==> src/rtl/sys1_video_pkg.sv <==
// Shared constants and helpers for the System 1 raster timing generator.
package sys1_video_pkg;

  // Counter and offset widths
  localparam int CNT_W = 9;   // PH / PV width
  localparam int OFS_W = 4;   // signed HOFS / VOFS width
  localparam int SUM_W = 10;  // signed width for start + offset
  localparam int EXT_W = 11;  // unsigned width for window end (start + width)

  // Default timing (6 MHz pixel from 48 MHz, 384 x 262 raster)
  localparam int DEF_CLK_DIV  = 8;
  localparam int DEF_H_TOTAL  = 384;
  localparam int DEF_H_ACTIVE = 256;
  localparam int DEF_HS_START = 296;
  localparam int DEF_HS_WIDTH = 32;
  localparam int DEF_V_TOTAL  = 262;
  localparam int DEF_V_ACTIVE = 224;
  localparam int DEF_VS_START = 240;
  localparam int DEF_VS_WIDTH = 3;

  // Nominal start plus signed offset, folded back into 0..total-1.
  // The offset is at most +/-8, so a single add or subtract of total suffices.
  function automatic logic [EXT_W-1:0] wrap_start(
    input int               start,
    input logic [OFS_W-1:0] ofs,
    input int               total
  );
    logic signed [SUM_W-1:0] ofs_s;
    logic signed [SUM_W-1:0] sum;
    logic signed [SUM_W-1:0] tot;
    ofs_s = {{(SUM_W-OFS_W){ofs[OFS_W-1]}}, ofs};
    tot   = SUM_W'(total);
    sum   = SUM_W'(start) + ofs_s;
    if (sum[SUM_W-1]) begin
      sum = sum + tot;
    end else if (sum >= tot) begin
      sum = sum - tot;
    end
    return {{(EXT_W-SUM_W){1'b0}}, sum};
  endfunction

endpackage

==> src/rtl/sys1_video_if.sv <==
// Raster timing bundle: offsets in, pixel clocking / counters / blank / sync out.
interface sys1_video_if;
  import sys1_video_pkg::*;

  logic [OFS_W-1:0] HOFS;
  logic [OFS_W-1:0] VOFS;
  logic             PCE;
  logic             PCLK;
  logic [CNT_W-1:0] PH;
  logic [CNT_W-1:0] PV;
  logic             HBLK;
  logic             VBLK;
  logic             HSYNC;
  logic             VSYNC;
  logic             FRAME;

  // Timing generator side
  modport master (
    input  HOFS, VOFS,
    output PCE, PCLK, PH, PV, HBLK, VBLK, HSYNC, VSYNC, FRAME
  );

  // Consumer side (video / main blocks)
  modport slave (
    output HOFS, VOFS,
    input  PCE, PCLK, PH, PV, HBLK, VBLK, HSYNC, VSYNC, FRAME
  );

endinterface

==> src/rtl/sys1_sync_window.sv <==
// Sync window decode: hit while cnt lies in [start+ofs, start+ofs+WIDTH) modulo TOTAL.
// Windows that run past TOTAL-1 continue from 0.
module sys1_sync_window
  import sys1_video_pkg::*;
#(
  parameter int TOTAL = DEF_H_TOTAL,
  parameter int START = DEF_HS_START,
  parameter int WIDTH = DEF_HS_WIDTH
) (
  input  logic [CNT_W-1:0] cnt_i,
  input  logic [OFS_W-1:0] ofs_i,
  output logic             hit_o
);

  localparam logic [EXT_W-1:0] TOTAL_E = EXT_W'(TOTAL);
  localparam logic [EXT_W-1:0] WIDTH_E = EXT_W'(WIDTH);

  logic [EXT_W-1:0] start_e;
  logic [EXT_W-1:0] stop_e;
  logic [EXT_W-1:0] cnt_e;
  logic             in_main;
  logic             in_wrap;

  // Window compare, including the part that wrapped past the end of the line/frame
  always_comb begin
    start_e = wrap_start(START, ofs_i, TOTAL);
    stop_e  = start_e + WIDTH_E;
    cnt_e   = {{(EXT_W-CNT_W){1'b0}}, cnt_i};
    in_main = (cnt_e >= start_e) && (cnt_e < stop_e);
    in_wrap = (stop_e > TOTAL_E) && (cnt_e < (stop_e - TOTAL_E));
    hit_o   = in_main || in_wrap;
  end

endmodule

==> src/rtl/sys1_video_timing.sv <==
// System 1 raster timing: pixel clock-enable / square clock from clk48M,
// PH/PV counters, blanking, offset-adjustable sync and a frame-start pulse.
module sys1_video_timing
  import sys1_video_pkg::*;
#(
  parameter int CLK_DIV  = DEF_CLK_DIV,
  parameter int H_TOTAL  = DEF_H_TOTAL,
  parameter int H_ACTIVE = DEF_H_ACTIVE,
  parameter int HS_START = DEF_HS_START,
  parameter int HS_WIDTH = DEF_HS_WIDTH,
  parameter int V_TOTAL  = DEF_V_TOTAL,
  parameter int V_ACTIVE = DEF_V_ACTIVE,
  parameter int VS_START = DEF_VS_START,
  parameter int VS_WIDTH = DEF_VS_WIDTH
) (
  input  logic         clk48M,
  input  logic         reset_n,
  sys1_video_if.master vid
);

  localparam int               DIV_W    = $clog2(CLK_DIV);
  localparam logic [DIV_W-1:0] DIV_LAST = DIV_W'(CLK_DIV - 1);
  localparam logic [CNT_W-1:0] H_LAST   = CNT_W'(H_TOTAL - 1);
  localparam logic [CNT_W-1:0] V_LAST   = CNT_W'(V_TOTAL - 1);
  localparam logic [CNT_W-1:0] H_ACT    = CNT_W'(H_ACTIVE);
  localparam logic [CNT_W-1:0] V_ACT    = CNT_W'(V_ACTIVE);

  // State
  logic [DIV_W-1:0] div_q,  div_d;
  logic             pce_q,  pce_d;
  logic             pclk_q, pclk_d;
  logic [CNT_W-1:0] ph_q,   ph_d;
  logic [CNT_W-1:0] pv_q,   pv_d;
  logic             hblk_q, hblk_d;
  logic             vblk_q, vblk_d;
  logic             hsync_q, hsync_d;
  logic             vsync_q, vsync_d;
  logic             frame_q, frame_d;
  logic [OFS_W-1:0] hofs_q, hofs_d;
  logic [OFS_W-1:0] vofs_q, vofs_d;

  // Decode helpers
  logic line_wrap;
  logic ofs_load;
  logic hs_hit;
  logic vs_hit;

  // Sync windows look at the next counter values and next offsets so the
  // registered sync lines up with the PH/PV shown on the same cycle.
  sys1_sync_window #(
    .TOTAL (H_TOTAL),
    .START (HS_START),
    .WIDTH (HS_WIDTH)
  ) u_hwin (
    .cnt_i (ph_d),
    .ofs_i (hofs_d),
    .hit_o (hs_hit)
  );

  sys1_sync_window #(
    .TOTAL (V_TOTAL),
    .START (VS_START),
    .WIDTH (VS_WIDTH)
  ) u_vwin (
    .cnt_i (pv_d),
    .ofs_i (vofs_d),
    .hit_o (vs_hit)
  );

  // Next-state: divider, pixel counters, offset latch and derived flags
  always_comb begin
    div_d  = div_q + DIV_W'(1);
    pce_d  = (div_d == DIV_LAST);
    pclk_d = div_d[DIV_W-1];

    ph_d      = ph_q;
    pv_d      = pv_q;
    line_wrap = pce_q && (ph_q == H_LAST);
    if (pce_q) begin
      if (line_wrap) begin
        ph_d = '0;
        pv_d = (pv_q == V_LAST) ? '0 : pv_q + CNT_W'(1);
      end else begin
        ph_d = ph_q + CNT_W'(1);
      end
    end

    // Offsets only change at the start of vertical blank, so sync never tears
    ofs_load = line_wrap && (pv_d == V_ACT);
    hofs_d   = ofs_load ? vid.HOFS : hofs_q;
    vofs_d   = ofs_load ? vid.VOFS : vofs_q;

    // Derived outputs move only on pixel edges, together with PH/PV
    hblk_d  = pce_q ? (ph_d >= H_ACT) : hblk_q;
    vblk_d  = pce_q ? (pv_d >= V_ACT) : vblk_q;
    hsync_d = pce_q ? hs_hit : hsync_q;
    vsync_d = pce_q ? vs_hit : vsync_q;
    frame_d = line_wrap && (pv_d == '0);
  end

  // State registers; reset asserts asynchronously and returns everything to idle
  always_ff @(posedge clk48M or negedge reset_n) begin
    if (!reset_n) begin
      div_q   <= '0;
      pce_q   <= 1'b0;
      pclk_q  <= 1'b0;
      ph_q    <= '0;
      pv_q    <= '0;
      hblk_q  <= 1'b0;
      vblk_q  <= 1'b0;
      hsync_q <= 1'b0;
      vsync_q <= 1'b0;
      frame_q <= 1'b0;
      hofs_q  <= '0;
      vofs_q  <= '0;
    end else begin
      div_q   <= div_d;
      pce_q   <= pce_d;
      pclk_q  <= pclk_d;
      ph_q    <= ph_d;
      pv_q    <= pv_d;
      hblk_q  <= hblk_d;
      vblk_q  <= vblk_d;
      hsync_q <= hsync_d;
      vsync_q <= vsync_d;
      frame_q <= frame_d;
      hofs_q  <= hofs_d;
      vofs_q  <= vofs_d;
    end
  end

  assign vid.PCE   = pce_q;
  assign vid.PCLK  = pclk_q;
  assign vid.PH    = ph_q;
  assign vid.PV    = pv_q;
  assign vid.HBLK  = hblk_q;
  assign vid.VBLK  = vblk_q;
  assign vid.HSYNC = hsync_q;
  assign vid.VSYNC = vsync_q;
  assign vid.FRAME = frame_q;

endmodule
==> src/flat_wrapper.sv <==
// flat-port wrapper written by rule: the top's interface ports become plain ports
module sys1_video_timing_flat import sys1_video_pkg::*;
#(
  parameter int CLK_DIV  = DEF_CLK_DIV,
  parameter int H_TOTAL  = DEF_H_TOTAL,
  parameter int H_ACTIVE = DEF_H_ACTIVE,
  parameter int HS_START = DEF_HS_START,
  parameter int HS_WIDTH = DEF_HS_WIDTH,
  parameter int V_TOTAL  = DEF_V_TOTAL,
  parameter int V_ACTIVE = DEF_V_ACTIVE,
  parameter int VS_START = DEF_VS_START,
  parameter int VS_WIDTH = DEF_VS_WIDTH
)
  (clk48M, reset_n, vid_HOFS, vid_VOFS, vid_PCE, vid_PCLK, vid_PH, vid_PV, vid_HBLK, vid_VBLK, vid_HSYNC, vid_VSYNC, vid_FRAME);
  sys1_video_if vid_i ();
  input  logic clk48M;
  input  logic reset_n;
  input wire logic [$bits(vid_i.HOFS)-1:0] vid_HOFS;
  input wire logic [$bits(vid_i.VOFS)-1:0] vid_VOFS;
  output wire logic [$bits(vid_i.PCE)-1:0] vid_PCE;
  output wire logic [$bits(vid_i.PCLK)-1:0] vid_PCLK;
  output wire logic [$bits(vid_i.PH)-1:0] vid_PH;
  output wire logic [$bits(vid_i.PV)-1:0] vid_PV;
  output wire logic [$bits(vid_i.HBLK)-1:0] vid_HBLK;
  output wire logic [$bits(vid_i.VBLK)-1:0] vid_VBLK;
  output wire logic [$bits(vid_i.HSYNC)-1:0] vid_HSYNC;
  output wire logic [$bits(vid_i.VSYNC)-1:0] vid_VSYNC;
  output wire logic [$bits(vid_i.FRAME)-1:0] vid_FRAME;
  assign vid_i.HOFS = vid_HOFS;
  assign vid_i.VOFS = vid_VOFS;
  assign vid_PCE = vid_i.PCE;
  assign vid_PCLK = vid_i.PCLK;
  assign vid_PH = vid_i.PH;
  assign vid_PV = vid_i.PV;
  assign vid_HBLK = vid_i.HBLK;
  assign vid_VBLK = vid_i.VBLK;
  assign vid_HSYNC = vid_i.HSYNC;
  assign vid_VSYNC = vid_i.VSYNC;
  assign vid_FRAME = vid_i.FRAME;
  sys1_video_timing #(.CLK_DIV(CLK_DIV), .H_TOTAL(H_TOTAL), .H_ACTIVE(H_ACTIVE), .HS_START(HS_START), .HS_WIDTH(HS_WIDTH), .V_TOTAL(V_TOTAL), .V_ACTIVE(V_ACTIVE), .VS_START(VS_START), .VS_WIDTH(VS_WIDTH)) u_core (.clk48M(clk48M), .reset_n(reset_n), .vid(vid_i));
endmodule
==> config.mk <==
export PLATFORM = sky130hd
export DESIGN_NAME = sys1_video_timing_flat
export DESIGN_NICKNAME = d
export VERILOG_FILES = /design/src/rtl/sys1_video_pkg.sv /design/src/rtl/sys1_video_if.sv /design/src/rtl/sys1_sync_window.sv /design/src/rtl/sys1_video_timing.sv /design/src/flat_wrapper.sv
export SDC_FILE = /design/constraint.sdc
export NUM_CORES = 1
export LEC_CHECK = 0
export BUFFER_PORTS_ARGS = -buffer_cell sky130_fd_sc_hd__buf_2
export CAP_MARGIN = 20
export CORE_UTILIZATION = 37
export DETAILED_ROUTE_END_ITERATION = 10
export GPL_TIMING_DRIVEN = 0
export PLACE_DENSITY = 0.68
export SLEW_MARGIN = 40
export SYNTH_ARGS = -nofsm -noshare
export SYNTH_HDL_FRONTEND = slang
export SYNTH_SLANG_ARGS = --single-unit
==> constraint.sdc <==
create_clock -name clk48M -period 5.4 [get_ports clk48M]
set_input_delay 0.54 -clock clk48M [delete_from_list [all_inputs] [get_ports clk48M]]
set_output_delay 0.54 -clock clk48M [all_outputs]
set_load 0.02 [all_outputs]
==> summary.md <==
## Logic synthesis
• **proportion of netlist area held by the largest area contributor** 40.5%
• **Cells after Synth** 218
• **Synth Register Bits** 35
• **post-synthesis average cell area** 9.93 um2
• **proportion of register bits with asynchronous set or reset after synthesis** 100%
• **count of cell types in the netlist** 50
• **sequential share of the synthesized area** 40.5%
• **count of flip-flops with a built-in enable after synthesis** 0
• **biggest area contributors in the synthesized netlist** dfrtp_1, ha_1, inv_1
• **warning count from the yosys run** 0
• **cell type with the highest aggregate area in the netlist** dfrtp_1
• **number of nets produced by synthesis** 250
• **leading register cell type out of synthesis** dfrtp_1
• **combined area of all synthesized cells** 0.00216 mm2

## Cells and area
• **multi-input gate area in the final layout** 0.00118 mm2
• **layout cell share with drive strength beyond 1** 22.7%
• **number of inserted filler cells in the final layout** 525
• **area delta synth->final** 17.3%
• **commonest non-fill, non-tap cells in the layout** dfrtp_1, buf_2, ha_1
• **antenna diode count** 0
• **most common library cell in the layout ignoring fill and taps** dfrtp_1
• **net count reported at finish** 291
• **post-route insts no fill** 332
• **area of all sequential standard cells** 876 um2

## Clock network
• **CTS tree** yes
• **Max Buffers Root-to-Sink** 2
• **hold-fix buffer count after cts** 0
• **clock sink count** 35
• **clock tree root driver cell** clkbuf_8
• **cts bufs inserted** 5
• **cts repair resizes** 0
• **Post-CTS Setup Bufs** 0
• **Max H-tree Level** 2
• **clock transition time at the flip-flop clock pins of the worst setup and hold paths** 0.08 ns
• **insertion delay of the later-clocked pin in the worst-skew pair** 0.30 ns

## Worst setup path
• **worst-path cell with the longest stage delay** dfrtp_1
• **required time worst endpoint** 5.63 ns
• **delay contributed by the slowest stage of the critical path** 0.42 ns
• **launching element type of the critical path** flip-flop
• **critical path type** reg -> reg
• **arrival time of data at the critical path endpoint** 4.72 ns
• **worst path cell trace** ha_1 > nand3_2 > or3_1 > clkbuf_2 > o31a_1 > o2111ai_2 > buf_6 > mux2_2 > inv_1 > ha_1 > ha_1 > nor2b_1 > o21a_1 > o21a_1 > o21a_1 > a2111oi_0 > a31oi_1 > a21oi_1
• **largest driver fanout on the critical path** 8
• **capturing element type of the critical path** flip-flop

## Route
• **final wirelength** 4390 um
• **Residual DRC** 0
• **average detailed-routed wire length per instance** 13.2 um
• **routed via count** 1722
• **via/cell ratio** 5.19
• **number of routed nets with antenna violations** 0
• **number of DRC markers in iteration 0** 107
• **iteration count of the initial detailed-routing pass** 4

## GRT
• **final global-route overflow total** 0
• **vias in the first global route** 1621
• **antenna violations before repair** 0
• **wire length of the first global-routing pass** 7490 um
• **Total Routing Usage GR** 15.9%
• **maximum number of pins on one net before global-route repair** 36

## STA
• **worst max-slew margin expressed relative to the limit** 58.5%
• **hold_ws** 0.182 ns
• **final worst-path cycle share** 83.1%
• **number of max-slew violations in the final report** 0
• **Max Clock Freq** 0.223 GHz
• **Worst Setup Slack, final** 0.915 ns
• **Setup Skew** 0.00888 ns
• **Worst Max-Slew Pin Slew** 0.619 ns
• **hold violation total from the final report** 0
• **RSZ-0062 raised after global routing** false
• **Sum Neg Setup Slack** 0 ns
• **Final setup viols** 0
• **final period demand of the worst path** 4.48 ns

## Power
• **power density cells** 212 mW/mm2
• **Leakage** 0.00127 uW
• **IR Drop Worst-Case VDD** 0.162 mV

## Placed design
• **port buffer count** 34
• **total half-perimeter wirelength after legalization and detailed placement** 3310 um
• **Place WS** 0.916 ns
• **weighted congestion at the end of routability-driven global placement** 0.845
• **Cells after DPL** 324

## Floorplan
• **Initial Utilization** 38.8%
• **io pins** 35
• **count of standard-cell rows** 27
• **die extent in y** 78.5 um
• **Total Die Area** 0.00616 mm2
• **floorplan die width** 78.5 um
• **Core Area** 0.00557 mm2

## Run status
• **status** completed

## Min path
• **path class of the lowest-slack min-delay path** in -> async

## Job
• **Maximum Capacitance Violations** 0

[layout make-up]
cell class              instances  share of cell area, %
well taps                      72                   3.55
flip-flops and latches         35                   34.5
plain buffers                   7                   1.43
inverters                      19                   2.81
clock buffers                   5                   2.71
multi-input cells             157                   46.5
clock inverters                 3                   1.72
repair buffers                 34                   6.80
[kinds of logic (layout without fill, tap and decap cells)]
logic type,Yosys count,in the layout,synth area share [%]
compound gates,42,42,12.7
xor+xnor,12,12,4.86
fa+ha+maj,22,22,12.7
buf+inv,26,68,4.97
flops,35,35,40.5
mux,13,13,6.53
other cells,1,1,0.173
simple gates,67,67,17.6
[flip-flops by register name, indices dropped and copies added (netlist names)]
| register | flops |
|---|---|
| u_core.hofs_q | 4 |
| u_core.vid.PH | 9 |
| u_core.vid.HSYNC | 1 |
| u_core.vid.FRAME | 1 |
| u_core.vofs_q | 4 |
| u_core.vid.PCE | 1 |
| u_core.vid.VSYNC | 1 |
| u_core.vid.PV | 9 |
| u_core.vid.VBLK | 1 |
| u_core.vid.HBLK | 1 |
| u_core.div_q | 3 |
[power breakdown]
| group | switching [uW] | internal (uW) | total, uW |
|---|---|---|---|
| clock network | 105 | 137 | 242 |
| registers | 1.35 | 265 | 267 |
| logic | 17.3 | 12.8 | 30.2 |
| total | 123 | 415 | 539 |
[synthesized netlist by cell type, drive strengths merged, types with 2 or more instances]
| master | number |
|---|---|
| nor2 | 14 |
| o2111ai | 2 |
| a31oi | 3 |
| nor3 | 4 |
| nor2b | 3 |
| and3 | 3 |
| nand3 | 8 |
| or3 | 3 |
| and2 | 2 |
| inv | 19 |
| nand4 | 7 |
| mux2i | 7 |
| ha | 22 |
| a21oi | 8 |
| nand2b | 2 |
| nand2 | 13 |
| xor2 | 5 |
| and4 | 2 |
| buf | 2 |
| dfrtp | 35 |
| o21a | 6 |
| xnor2 | 7 |
| o21ai | 13 |
| clkbuf | 5 |
| mux2 | 6 |
[path summary, 6_finish.rpt]
path / start / endpoint / slack [ns] / cells after the start
setup / recovery: u_core.vid.PH[0]$_DFF_PN0_ / u_core.vid.VSYNC$_DFFE_PN0P_ / 0.92 / 18
hold / removal: reset_n / u_core.div_q[2]$_DFF_PN0_ / 0.18 / 1
setup reg to reg: u_core.vid.PH[0]$_DFF_PN0_ / u_core.vid.VSYNC$_DFFE_PN0P_ / 0.92 / 18
hold reg to reg: u_core.div_q[0]$_DFF_PN0_ / u_core.div_q[0]$_DFF_PN0_ / 0.45 / 1
max in group asynchronous: reset_n / u_core.vid.PV[0]$_DFF_PN0_ / 4.91 / 1
min in group clk48M: u_core.div_q[0]$_DFF_PN0_ / u_core.div_q[0]$_DFF_PN0_ / 0.45 / 1
[layer usage]
metal / vias up / share of wire (%) / track usage [%]
met1: 822 / 50 / 21.3
li1: 861 / - / -
met3: 6 / 4.3 / 4.07
met2: 33 / 44 / 23.2
met4: 0 / 1.6 / 8.70
met5: - / 0 / 0
[stage by stage]
step	util, %	total power, uW	cell area [um2]
floorplan	-	289	2160
global placement	43.5	301	2420
detailed placement	43.5	302	2420
CTS	45.5	546	2540
global route	45.6	566	2540
finish	45.6	539	2540
[worst max-delay path: cells and delay by family, from the launching register on]
family	cells	cell delay, ns
buf+inv	3	0.45
compound gates	8	1.78
simple gates	3	0.67
fa+ha+maj	3	0.74
mux	1	0.35
flops	1	0.42
(Power assumes the default switching activity.)
